`config.mk`:
```
export PLATFORM = sky130hd
export DESIGN_NAME = video_pattern_gen
export DESIGN_NICKNAME = d
export VERILOG_FILES = /design/src/rtl/video_pkg.sv /design/src/rtl/video_pattern_pix.sv /design/src/rtl/video_pattern_gen.sv
export SDC_FILE = /design/constraint.sdc
export NUM_CORES = 1
export LEC_CHECK = 0
export ABC_AREA = 1
export CORE_ASPECT_RATIO = 0.7
export CORE_MARGIN = 3
export CORE_UTILIZATION = 25
export DETAILED_ROUTE_END_ITERATION = 12
export PLACE_DENSITY_LB_ADDON = 0.08
export SLEW_MARGIN = 40
export SYNTH_ARGS = -nofsm -noshare
export SYNTH_HDL_FRONTEND = slang
export SYNTH_SLANG_ARGS = --single-unit
```
`constraint.sdc`:
```
create_clock -name clk -period 1.8 [get_ports clk]
set_input_delay 0.27 -clock clk [delete_from_list [all_inputs] [get_ports clk]]
set_output_delay 0.27 -clock clk [all_outputs]
set_load 0.01 [all_outputs]
```
`src/rtl/video_pkg.sv`:
```
// Shared definitions for the synthetic video source.
// Contents: pattern select codes, frame-timing FSM state encoding,
// noise LFSR seed/tap constants and the LFSR step function.
package video_pkg;

  localparam logic [1:0] PAT_HRAMP = 2'd0;
  localparam logic [1:0] PAT_VRAMP = 2'd1;
  localparam logic [1:0] PAT_CHECK = 2'd2;
  localparam logic [1:0] PAT_CONST = 2'd3;

  typedef enum logic [2:0] {
    ST_IDLE = 3'd0,
    ST_PRE  = 3'd1,
    ST_ACT  = 3'd2,
    ST_POST = 3'd3,
    ST_GAP  = 3'd4
  } state_e;

  // Fibonacci LFSR, taps 16,14,13,11 -> bit positions 15,13,12,10.
  localparam logic [15:0] LFSR_SEED = 16'hACE1;
  localparam logic [15:0] LFSR_TAPS = 16'hB400;

  function automatic logic [15:0] lfsr_step(input logic [15:0] cur);
    return {cur[14:0], ^(cur & LFSR_TAPS)};
  endfunction

endpackage

```
`src/rtl/video_pattern_pix.sv`:
```
// Pixel value generator: maps (x, y, pattern select, constant) to a gray value.
// Optional macro PATTERN_NOISE_EN adds salt-and-pepper noise from a 16-bit LFSR
// that is reseeded at every frame acceptance and advances once per href cycle.
// Ports:
//   clk, rst_n, seed_load, advance  (only with PATTERN_NOISE_EN)
//   x, y       : 11-bit pixel column / active line index
//   sel        : pattern code (video_pkg PAT_*)
//   const_val  : value for the constant pattern
//   gray       : combinational pixel value
module video_pattern_pix
  import video_pkg::*;
(
`ifdef PATTERN_NOISE_EN
  input  logic        clk,
  input  logic        rst_n,
  input  logic        seed_load,
  input  logic        advance,
`endif
  input  logic [10:0] x,
  input  logic [10:0] y,
  input  logic [1:0]  sel,
  input  logic [7:0]  const_val,
  output logic [7:0]  gray
);

  logic [7:0] clean_s;
  logic       unused_s;

  // Upper coordinate bits never reach the 8-bit patterns.
  assign unused_s = ^{x[10:8], y[10:8]};

  // Clean test pattern selection.
  always_comb begin
    clean_s = 8'h00;
    case (sel)
      PAT_HRAMP: clean_s = x[7:0];
      PAT_VRAMP: clean_s = y[7:0];
      PAT_CHECK: clean_s = (x[3] ^ y[3]) ? 8'hFF : 8'h00;
      PAT_CONST: clean_s = const_val;
      default:   clean_s = 8'h00;
    endcase
  end

`ifdef PATTERN_NOISE_EN
  logic [15:0] lfsr_r;
  logic [15:0] lfsr_cur_s;

  // A seed load in the same cycle as the first pixel must already affect that pixel.
  assign lfsr_cur_s = seed_load ? LFSR_SEED : lfsr_r;

  // Noise LFSR state: reseeded per frame, stepped only on href cycles.
  always_ff @(posedge clk or negedge rst_n) begin
    if (!rst_n) begin
      lfsr_r <= 16'h0000;
    end else if (advance) begin
      lfsr_r <= lfsr_step(lfsr_cur_s);
    end else begin
      lfsr_r <= lfsr_cur_s;
    end
  end

  // Replace roughly 1/64 of pixels by black or white.
  always_comb begin
    gray = clean_s;
    if (lfsr_cur_s[15:10] == 6'd0) begin
      gray = lfsr_cur_s[0] ? 8'hFF : 8'h00;
    end else begin
      gray = clean_s;
    end
  end
`else
  assign gray = clean_s;
`endif

endmodule

```
`src/rtl/video_pattern_gen.sv`:
```
// Synthetic video source producing a vsync/href/gray stream, one pixel per clock.
// Frame = V_PRE + IMG_VDISP + V_POST lines of (IMG_HDISP + H_BLANK) clocks with
// vsync high, followed by V_GAP clocks with vsync low.
// Optional macro PATTERN_NOISE_EN enables repeatable salt-and-pepper noise.
// Ports:
//   clk, rst_n        : pixel clock, async active-low reset
//   frame_start       : one-cycle request for one frame (ignored while busy)
//   continuous        : free-run frames back to back
//   pattern_sel       : 0 hramp, 1 vramp, 2 checker, 3 constant
//   const_val         : gray value for the constant pattern
//   busy              : frame accepted and not yet back in IDLE
//   frame_done        : one-cycle pulse on vsync falling
//   post_img_vsync/href/gray : registered video stream
module video_pattern_gen
  import video_pkg::*;
#(
  parameter logic [10:0] IMG_HDISP = 11'd400,
  parameter logic [10:0] IMG_VDISP = 11'd300,
  parameter logic [10:0] H_BLANK   = 11'd40,
  parameter logic [10:0] V_PRE     = 11'd2,
  parameter logic [10:0] V_POST    = 11'd2,
  parameter logic [10:0] V_GAP     = 11'd16
) (
  input  logic       clk,
  input  logic       rst_n,
  input  logic       frame_start,
  input  logic       continuous,
  input  logic [1:0] pattern_sel,
  input  logic [7:0] const_val,
  output logic       busy,
  output logic       frame_done,
  output logic       post_img_vsync,
  output logic       post_img_href,
  output logic [7:0] post_img_gray
);

  localparam logic [10:0] LINE_LEN = IMG_HDISP + H_BLANK;
  localparam state_e START_ST = (V_PRE != 11'd0) ? ST_PRE : ST_ACT;
  localparam state_e ACT_NEXT = (V_POST != 11'd0) ? ST_POST : ST_GAP;

  state_e      state_r, state_nxt_s, phase_next_s;
  logic [10:0] hcnt_r, hcnt_nxt_s;
  logic [10:0] vcnt_r, vcnt_nxt_s;
  logic [10:0] phase_len_s;
  logic        accept_s;
  logic        line_end_s;
  logic [1:0]  sel_r, sel_nxt_s;
  logic [7:0]  const_r, const_nxt_s;
  logic        vsync_nxt_s, href_nxt_s;
  logic [7:0]  pix_gray_s;

  assign line_end_s = (hcnt_r == (LINE_LEN - 11'd1));

  // Line count and successor for the vsync-high phase currently running.
  always_comb begin
    phase_len_s  = IMG_VDISP;
    phase_next_s = ACT_NEXT;
    case (state_r)
      ST_PRE: begin
        phase_len_s  = V_PRE;
        phase_next_s = ST_ACT;
      end
      ST_ACT: begin
        phase_len_s  = IMG_VDISP;
        phase_next_s = ACT_NEXT;
      end
      ST_POST: begin
        phase_len_s  = V_POST;
        phase_next_s = ST_GAP;
      end
      default: begin
        phase_len_s  = IMG_VDISP;
        phase_next_s = ACT_NEXT;
      end
    endcase
  end

  // Next-state and counter logic for the frame timing FSM.
  always_comb begin
    state_nxt_s = state_r;
    hcnt_nxt_s  = hcnt_r;
    vcnt_nxt_s  = vcnt_r;
    accept_s    = 1'b0;
    case (state_r)
      ST_IDLE: begin
        hcnt_nxt_s = 11'd0;
        vcnt_nxt_s = 11'd0;
        if (frame_start || continuous) begin
          accept_s    = 1'b1;
          state_nxt_s = START_ST;
        end else begin
          state_nxt_s = ST_IDLE;
        end
      end
      ST_PRE, ST_ACT, ST_POST: begin
        if (line_end_s) begin
          hcnt_nxt_s = 11'd0;
          if (vcnt_r == (phase_len_s - 11'd1)) begin
            vcnt_nxt_s  = 11'd0;
            state_nxt_s = phase_next_s;
          end else begin
            vcnt_nxt_s = vcnt_r + 11'd1;
          end
        end else begin
          hcnt_nxt_s = hcnt_r + 11'd1;
        end
      end
      ST_GAP: begin
        // hcnt doubles as the gap clock counter.
        if (hcnt_r == (V_GAP - 11'd1)) begin
          hcnt_nxt_s = 11'd0;
          if (continuous) begin
            accept_s    = 1'b1;
            state_nxt_s = START_ST;
          end else begin
            state_nxt_s = ST_IDLE;
          end
        end else begin
          hcnt_nxt_s = hcnt_r + 11'd1;
        end
      end
      default: begin
        state_nxt_s = ST_IDLE;
        hcnt_nxt_s  = 11'd0;
        vcnt_nxt_s  = 11'd0;
      end
    endcase
  end

  // Pattern settings are frozen at acceptance; the acceptance cycle already uses the new ones.
  assign sel_nxt_s   = accept_s ? pattern_sel : sel_r;
  assign const_nxt_s = accept_s ? const_val   : const_r;

  // Outputs are registered from next-state values so they line up with the FSM.
  assign vsync_nxt_s = (state_nxt_s == ST_PRE) || (state_nxt_s == ST_ACT) ||
                       (state_nxt_s == ST_POST);
  assign href_nxt_s  = (state_nxt_s == ST_ACT) && (hcnt_nxt_s < IMG_HDISP);

  video_pattern_pix u_pix (
`ifdef PATTERN_NOISE_EN
    .clk       (clk),
    .rst_n     (rst_n),
    .seed_load (accept_s),
    .advance   (href_nxt_s),
`endif
    .x         (hcnt_nxt_s),
    .y         (vcnt_nxt_s),
    .sel       (sel_nxt_s),
    .const_val (const_nxt_s),
    .gray      (pix_gray_s)
  );

  // FSM, counters, latched settings and registered video outputs.
  always_ff @(posedge clk or negedge rst_n) begin
    if (!rst_n) begin
      state_r        <= ST_IDLE;
      hcnt_r         <= 11'd0;
      vcnt_r         <= 11'd0;
      sel_r          <= 2'd0;
      const_r        <= 8'h00;
      busy           <= 1'b0;
      frame_done     <= 1'b0;
      post_img_vsync <= 1'b0;
      post_img_href  <= 1'b0;
      post_img_gray  <= 8'h00;
    end else begin
      state_r        <= state_nxt_s;
      hcnt_r         <= hcnt_nxt_s;
      vcnt_r         <= vcnt_nxt_s;
      sel_r          <= sel_nxt_s;
      const_r        <= const_nxt_s;
      busy           <= (state_nxt_s != ST_IDLE);
      frame_done     <= post_img_vsync & ~vsync_nxt_s;
      post_img_vsync <= vsync_nxt_s;
      post_img_href  <= href_nxt_s;
      post_img_gray  <= href_nxt_s ? pix_gray_s : 8'h00;
    end
  end

endmodule
```
==> results of run 1 <==
[metrics by stage]
stage / setup TNS [ps] / instance area, sq um
2_1_floorplan: 0 / 2810
3_3_place_gp: -2680 / 3960
3_5_place_dp: -2660 / 3960
4_1_cts: -1240 / 4520
5_1_grt: -3370 / 4660
6_report: -1480 / 4660
[power by group through the flow]
| stage | Clock, uW | Combinational, uW | Sequential (uW) |
|---|---|---|---|
| floorplan | 0 | 0.812 | 1080 |
| global placement | 0 | 60.4 | 1080 |
| detailed placement | 0 | 59.9 | 1080 |
| CTS | 1000 | 62.1 | 1050 |
| global route | 1060 | 67.4 | 1050 |
| finish | 967 | 59.2 | 1060 |
[area by class of cell]
cell class / instances / area, sq um
clock buffer: 6 / 129
clock inverter: 2 / 17.5
fill: 1124 / 5970
inverter: 55 / 214
multi-input combinational: 286 / 1800
sequential: 47 / 1180
tap: 148 / 185
timing repair buffer: 140 / 1140
[logic make-up (layout without fill, tap and decap cells)]
| kind of cell | Yosys count | count (layout) |
|---|---|---|
| and+or+nand+nor | 252 | 253 |
| buffers and inverters | 57 | 203 |
| DFF | 47 | 47 |
| AOI/OAI and AO/OA | 25 | 26 |
| xor gates and xnor gates | 5 | 5 |
| adders and majority gates | 2 | 2 |
[final timing paths]
path                                     to  slack, ps  depth (start not counted)
min                              frame_done        490                          2
min reg2reg                      frame_done        490                          2
max in group asynchronous         hcnt_r[2]       1060                          3
max                        post_img_gray[1]       -200                         15
max reg2reg                post_img_gray[1]       -200                         15
min in group asynchronous         hcnt_r[8]        500                          3
[repair_timing]
action | 4_1_cts | 5_1_grt
setup buffers | 13 | 4
pin swaps | 40 | 32
resized for setup | 70 | 30
gates cloned | 2 | 0
setup endpoints to repair | 13 | 22
hold buffers | 1 | 0
endpoints found under the hold margin | 47 | 0
[flip-flops by register name, summed over array words and instances, names as in the netlist]
signal,flops
sel_r,2
post_img_href,1
hcnt_r,11
vcnt_r,11
state_r,3
busy,1
post_img_gray,8
post_img_vsync,1
frame_done,1
const_r,8
[metal layers]
metal,vias to the layer above,track usage (%)
met4,0,3.98
met5,-,0
met3,7,2.98
met1,1370,23.4
li1,1525,-
met2,51,23.1
[placed cells by master, fill, tap and decap left out, types with 2 or more instances in the layout]
| master | count |
|---|---|
| inv_2 | 5 |
| nor2_4 | 11 |
| nand3_1 | 24 |
| clkinv_4 | 2 |
| dfrtp_1 | 46 |
| nor2_1 | 42 |
| nand2_2 | 12 |
| o21ai_2 | 5 |
| inv_1 | 48 |
| nand3_4 | 6 |
| o22ai_1 | 3 |
| nand4_1 | 6 |
| a21oi_1 | 3 |
| nand2_8 | 2 |
| buf_6 | 4 |
| ha_4 | 2 |
| nand2_1 | 96 |
| nand3_2 | 17 |
| a21oi_4 | 2 |
| nand2_4 | 11 |
| xor2_1 | 4 |
| buf_4 | 109 |
| nand3b_1 | 2 |
| nor3_1 | 4 |
| a21oi_2 | 5 |
| clkdlybuf4s50_1 | 24 |
| nor2_2 | 15 |
| o21ai_0 | 6 |
| clkbuf_16 | 5 |
[critical path: stages, from the launching register on]
cell and delay [ps]:
dfrtp_1 400, ha_4 220, nand3_4 110, nor2_4 180
nand3_4 140, nand2_4 120, buf_4 130, inv_4 70
nand2_1 60, nand2_1 70, nand2_1 70, nand2_1 50
nand2_1 50, inv_1 40, nor2_2 130, nor2_2 50
==> results.txt, run 1 <==
Final Worst Setup Slack: -196 ps
Mapped Cells: 388
initial core utilization: 26.3%
register area share after synthesis: 42.1%
DR WL/cell: 13.6 microns
Detailed Route WL: 9290 microns
# diodes: 0
largest family of logic cells by synthesized area: simple AND/OR/NAND/NOR gates
Synth Area in Simple Gates: 42.1%
Via Count: 2953
PnR Total Power: 2080 uW
Critical Path AT: 2190 ps
worst-path fanout max: 9
Finished Core Util: 43.9%
area of the die: 12500 sq um
dominant synthesized flop cell: dfrtp_1
post-synth top area share: 42.1%
XOR/XNOR Fraction of Synth Area: 1.57%
Worst-Skew Late Latency: 300 ps
met2 wire length: 3880 microns
fin crit period: 2000 ps
status: finished with violations
core area: 10600 sq um
top-count cell post-synth: nand2_1
P&R area growth vs syn: 66.7%
Synth top cells by count: 108 x nand2_1, 56 x nor2_1, 51 x inv_1
cell taking the most area after synthesis: dfrtp_1
nets: 551
post-synthesis mux area share: 0%
routability cong.: 0.854
Setup WS pre-CTS: -317 ps
via count of the first global-routing pass: 2970
worst-margin pin slew: 331 ps
CTS buffer count: 5
sw power: 475 uW
WP data required: 1990 ps
Hold Crit Start: post_img_vsync
MaxCap Viol Count: 0
CTS H-tree depth: 2
Post-Syn Area: 2800 sq um
VDD IR-drop max: 0.309 mV
CTS tree: built
crit end category: register
die height: 94.5 microns
Rows: 31
clock network power share: 46.5%
syn avg cell area: 7.21 sq um
antenna violations before repair: 0
worst r2r src: hcnt_r[0]
Hold Fails Final Rpt: 0
drt pass-1 iters: 4
sequential share of power: 50.7%
Initial DRC Count: 113
hold crit path type: register to register
GRT Resource Usage Total: 15.7%
CTS Root Cell: clkbuf_16
GR Overflow Total: 0
RSZ-0062 raised after global routing: yes
final setup fails: 12
Post-Synth Adder-Cell Area: 0.895%
largest net degree at the start of global routing: 48
Net Sw Frac: 22.8%
via-per-instance ratio: 4.32
Max transition margin: 77.7%
DRT met1 WL: 5020 microns
synth top area cells: dfrtp_1 42%, nand2_1 14%, nand3_1 7.9%, nor2_1 7.5%, inv_1 6.8%
failing checks: setup timing
crit share post-route: 111%
Achievable Freq: 0.501 GHz
met3 WL: 304 microns
syn nets: 404
Worst-path clk slew: 70 ps
crit path launch type: register
DP Cell Count: 656
non-filler cells, final: 684
Clock Path Buffers: 2
Leak: 0.00235 uW
distinct cell type count of the synthesized netlist: 28
pwr dens: 447 nW/um^2
share of cells above drive strength 1: 41.4%
Async SR Flop Fraction: 100%
Synth Area in Compound Gates: 5.10%
top routing layer in use: met4
Layout Skew: 4.59 ps
Seq cells post-synth: 47
Clock Sinks: 47
# DRC: 0
first-pass GRT wire length: 15300 microns
Logic pwr share: 2.8%
HPWL Detailed: 6810 microns
die outline width: 132 microns
yosys warns: 0
Critical Path Start: hcnt_r[0]
# port buffers: 25
Pint: 1610 uW
Final Max Slew Viols: 0
Routed Antenna Nets: 0
worst hold slack: 493 ps
Post-synth EDFFs: 0
IO Pins: 26
crit path kind: register to register
No activity file was read; power rests on OpenSTA's default activity.
==> run 2, diff against run 1 <==
--- a/config.mk
+++ b/config.mk
@@ -10,7 +10,8 @@
 export CORE_MARGIN = 3
 export CORE_UTILIZATION = 25
 export DETAILED_ROUTE_END_ITERATION = 12
-export PLACE_DENSITY_LB_ADDON = 0.08
+export GPL_ROUTABILITY_DRIVEN = 0
+export PLACE_DENSITY = 0.51
 export SLEW_MARGIN = 40
 export SYNTH_ARGS = -nofsm -noshare
 export SYNTH_HDL_FRONTEND = slang
==> run 2 against run 1 <==
The flow still finishes with violations (setup timing). Clock power grew 1%. Via count shrank 2.9%. Count of clock-buffer cells in the layout is the same. Sequential share of layout area grew 1.8 points. Power grew 0.62%. Maximum frequency grew 0.57%. Non-clock buffer count shrank 23. First-iteration DRC count grew 58%. Highest routed layer unchanged. Critical path depth shrank 5. Register-to-register slack is essentially flat. Combinational power shrank 2%. Utilization shrank 2.9 points.
==> results.txt, run 2 (same netlist as run 1, synthesis figures left out) <==
Via Count: 2868
Leak: 0.00219 uW
fin area: 4350 sq um
CTS Root Cell: clkbuf_16
hold crit path type: input port to async pin
final setup fails: 12
most common cell after layout, fill and taps aside: nand2_1
via count of the first global-routing pass: 2819
fillers: 1120
crit share post-route: 110%
share of cells above drive strength 1: 34.7%
CTS buffer count: 5
GR Overflow Total: 0
via-per-instance ratio: 4.34
Reg2Reg Depth: 10
WP data required: 2030 ps
drt pass-1 iters: 4
# port buffers: 25
antenna violations before repair: 0
Worst-path clk slew: 70 ps
worst-margin pin slew: 482 ps
MaxCap Viol Count: 0
commonest cells after routing, fill and taps aside: 99 x nand2_1, 89 x buf_4, 48 x inv_1, 46 x dfrtp_1, 43 x nor2_1
largest net degree at the start of global routing: 31
Largest regs: hcnt_r x11, vcnt_r x11
CTS H-tree depth: 2
DR WL/cell: 13.1 microns
Achievable Freq: 0.504 GHz
first-pass GRT wire length: 14000 microns
Max transition margin: 67.5%
initial core utilization: 26.3%
DP Cell Count: 645
Clock Sinks: 47
worst-path fanout max: 5
Final Max Slew Viols: 0
GRT Resource Usage Total: 14.1%
P&R area growth vs syn: 55.5%
non-filler cells, final: 661
area of the die: 12500 sq um
# DRC: 0
Rows: 31
crit path kind: register to register
Initial DRC Count: 178
HPWL Detailed: 6330 microns
pwr dens: 482 nW/um^2
Layout Skew: 10.9 ps
Routed Antenna Nets: 0
PnR Total Power: 2090 uW
Finished Core Util: 40.9%
Critical Path AT: 2220 ps
Clock Path Buffers: 2
VDD IR-drop max: 0.320 mV
crit end category: register
crit path launch type: register
fin crit period: 1990 ps
Worst-Skew Late Latency: 300 ps
# diodes: 0
Hold Fails Final Rpt: 0
failing checks: setup timing
CTS tree: built
die outline width: 132 microns
RSZ-0062 raised after global routing: yes
core area: 10600 sq um
Final Worst Setup Slack: -185 ps
die height: 94.5 microns
IO Pins: 26
nets: 528
Detailed Route WL: 8630 microns
Placed Area: 3880 sq um
status: finished with violations
-- run 2: cell count changes in the layout (fill, tap and decap cells not counted), moves of 3 or more --
cell	previous run	this run
nand2_1	96	99
nand3_2	17	9
buf_6	4	1
nand3_1	24	34
o21ai_2	5	1
buf_4	109	89
-- run 2: worst paths after layout --
kind                       slack, ps      startpoint          endpoint
max in group asynchronous        810           rst_n         hcnt_r[2]
min                              450           rst_n         vcnt_r[4]
min in group clk                 500  post_img_vsync        frame_done
min reg2reg                      500  post_img_vsync        frame_done
max                             -190       hcnt_r[0]  post_img_gray[6]
max reg2reg                     -190       hcnt_r[0]  post_img_gray[6]
-- run 2: what timing repair did --
item | in CTS | in global routing
resized for setup | 29 | 39
gates cloned | 2 | 0
pin swaps | 15 | 20
endpoints found under the hold margin | 17 | 0
setup endpoints to repair | 12 | 19
setup buffers | 4 | 2
hold buffers | 1 | 0
-- run 2: layout make-up --
type	instances	area [sq um]	area share (%)
multi-input combinational	286	1670	38.5
sequential	47	1180	27.1
timing repair buffer	117	955	22.0
inverter	55	211	4.86
tap	148	185	4.26
clock buffer	6	129	2.96
clock inverter	2	16.3	0.374
-- run 2: metrics by stage --
step	TNS, ps	setup WS [ps]	hold slack, ps
6_report	-1380	-185	454
5_1_grt	-2980	-322	506
2_1_floorplan	0	22.2	-25.6
3_3_place_gp	-3000	-328	259
3_5_place_dp	-2730	-304	259
4_1_cts	-1430	-162	478
-- run 2: power breakdown --
part | internal [uW] | switching [uW]
logic | 29.5 | 28.7
registers | 1050 | 0
clock network | 523 | 459
total | 1610 | 487
-- run 2: per-layer routing --
layer	track usage, %	part of all wire [%]	vias to the layer above
li1	-	-	1476
met1	21.4	54	1343
met2	20.7	41	41
met3	2.77	3.8	8
met4	2.85	0.79	0
met5	0	0	-
-- run 2: critical path, cell delays in order, from the launching register on --
cell	delay, ps
dfrtp_1	390
ha_4	220
nand3_4	110
buf_4	160
xor2_2	180
inv_1	100
o21ai_4	170
nand2_4	90
a21oi_4	230
nand3_1	120
nor2_2	140
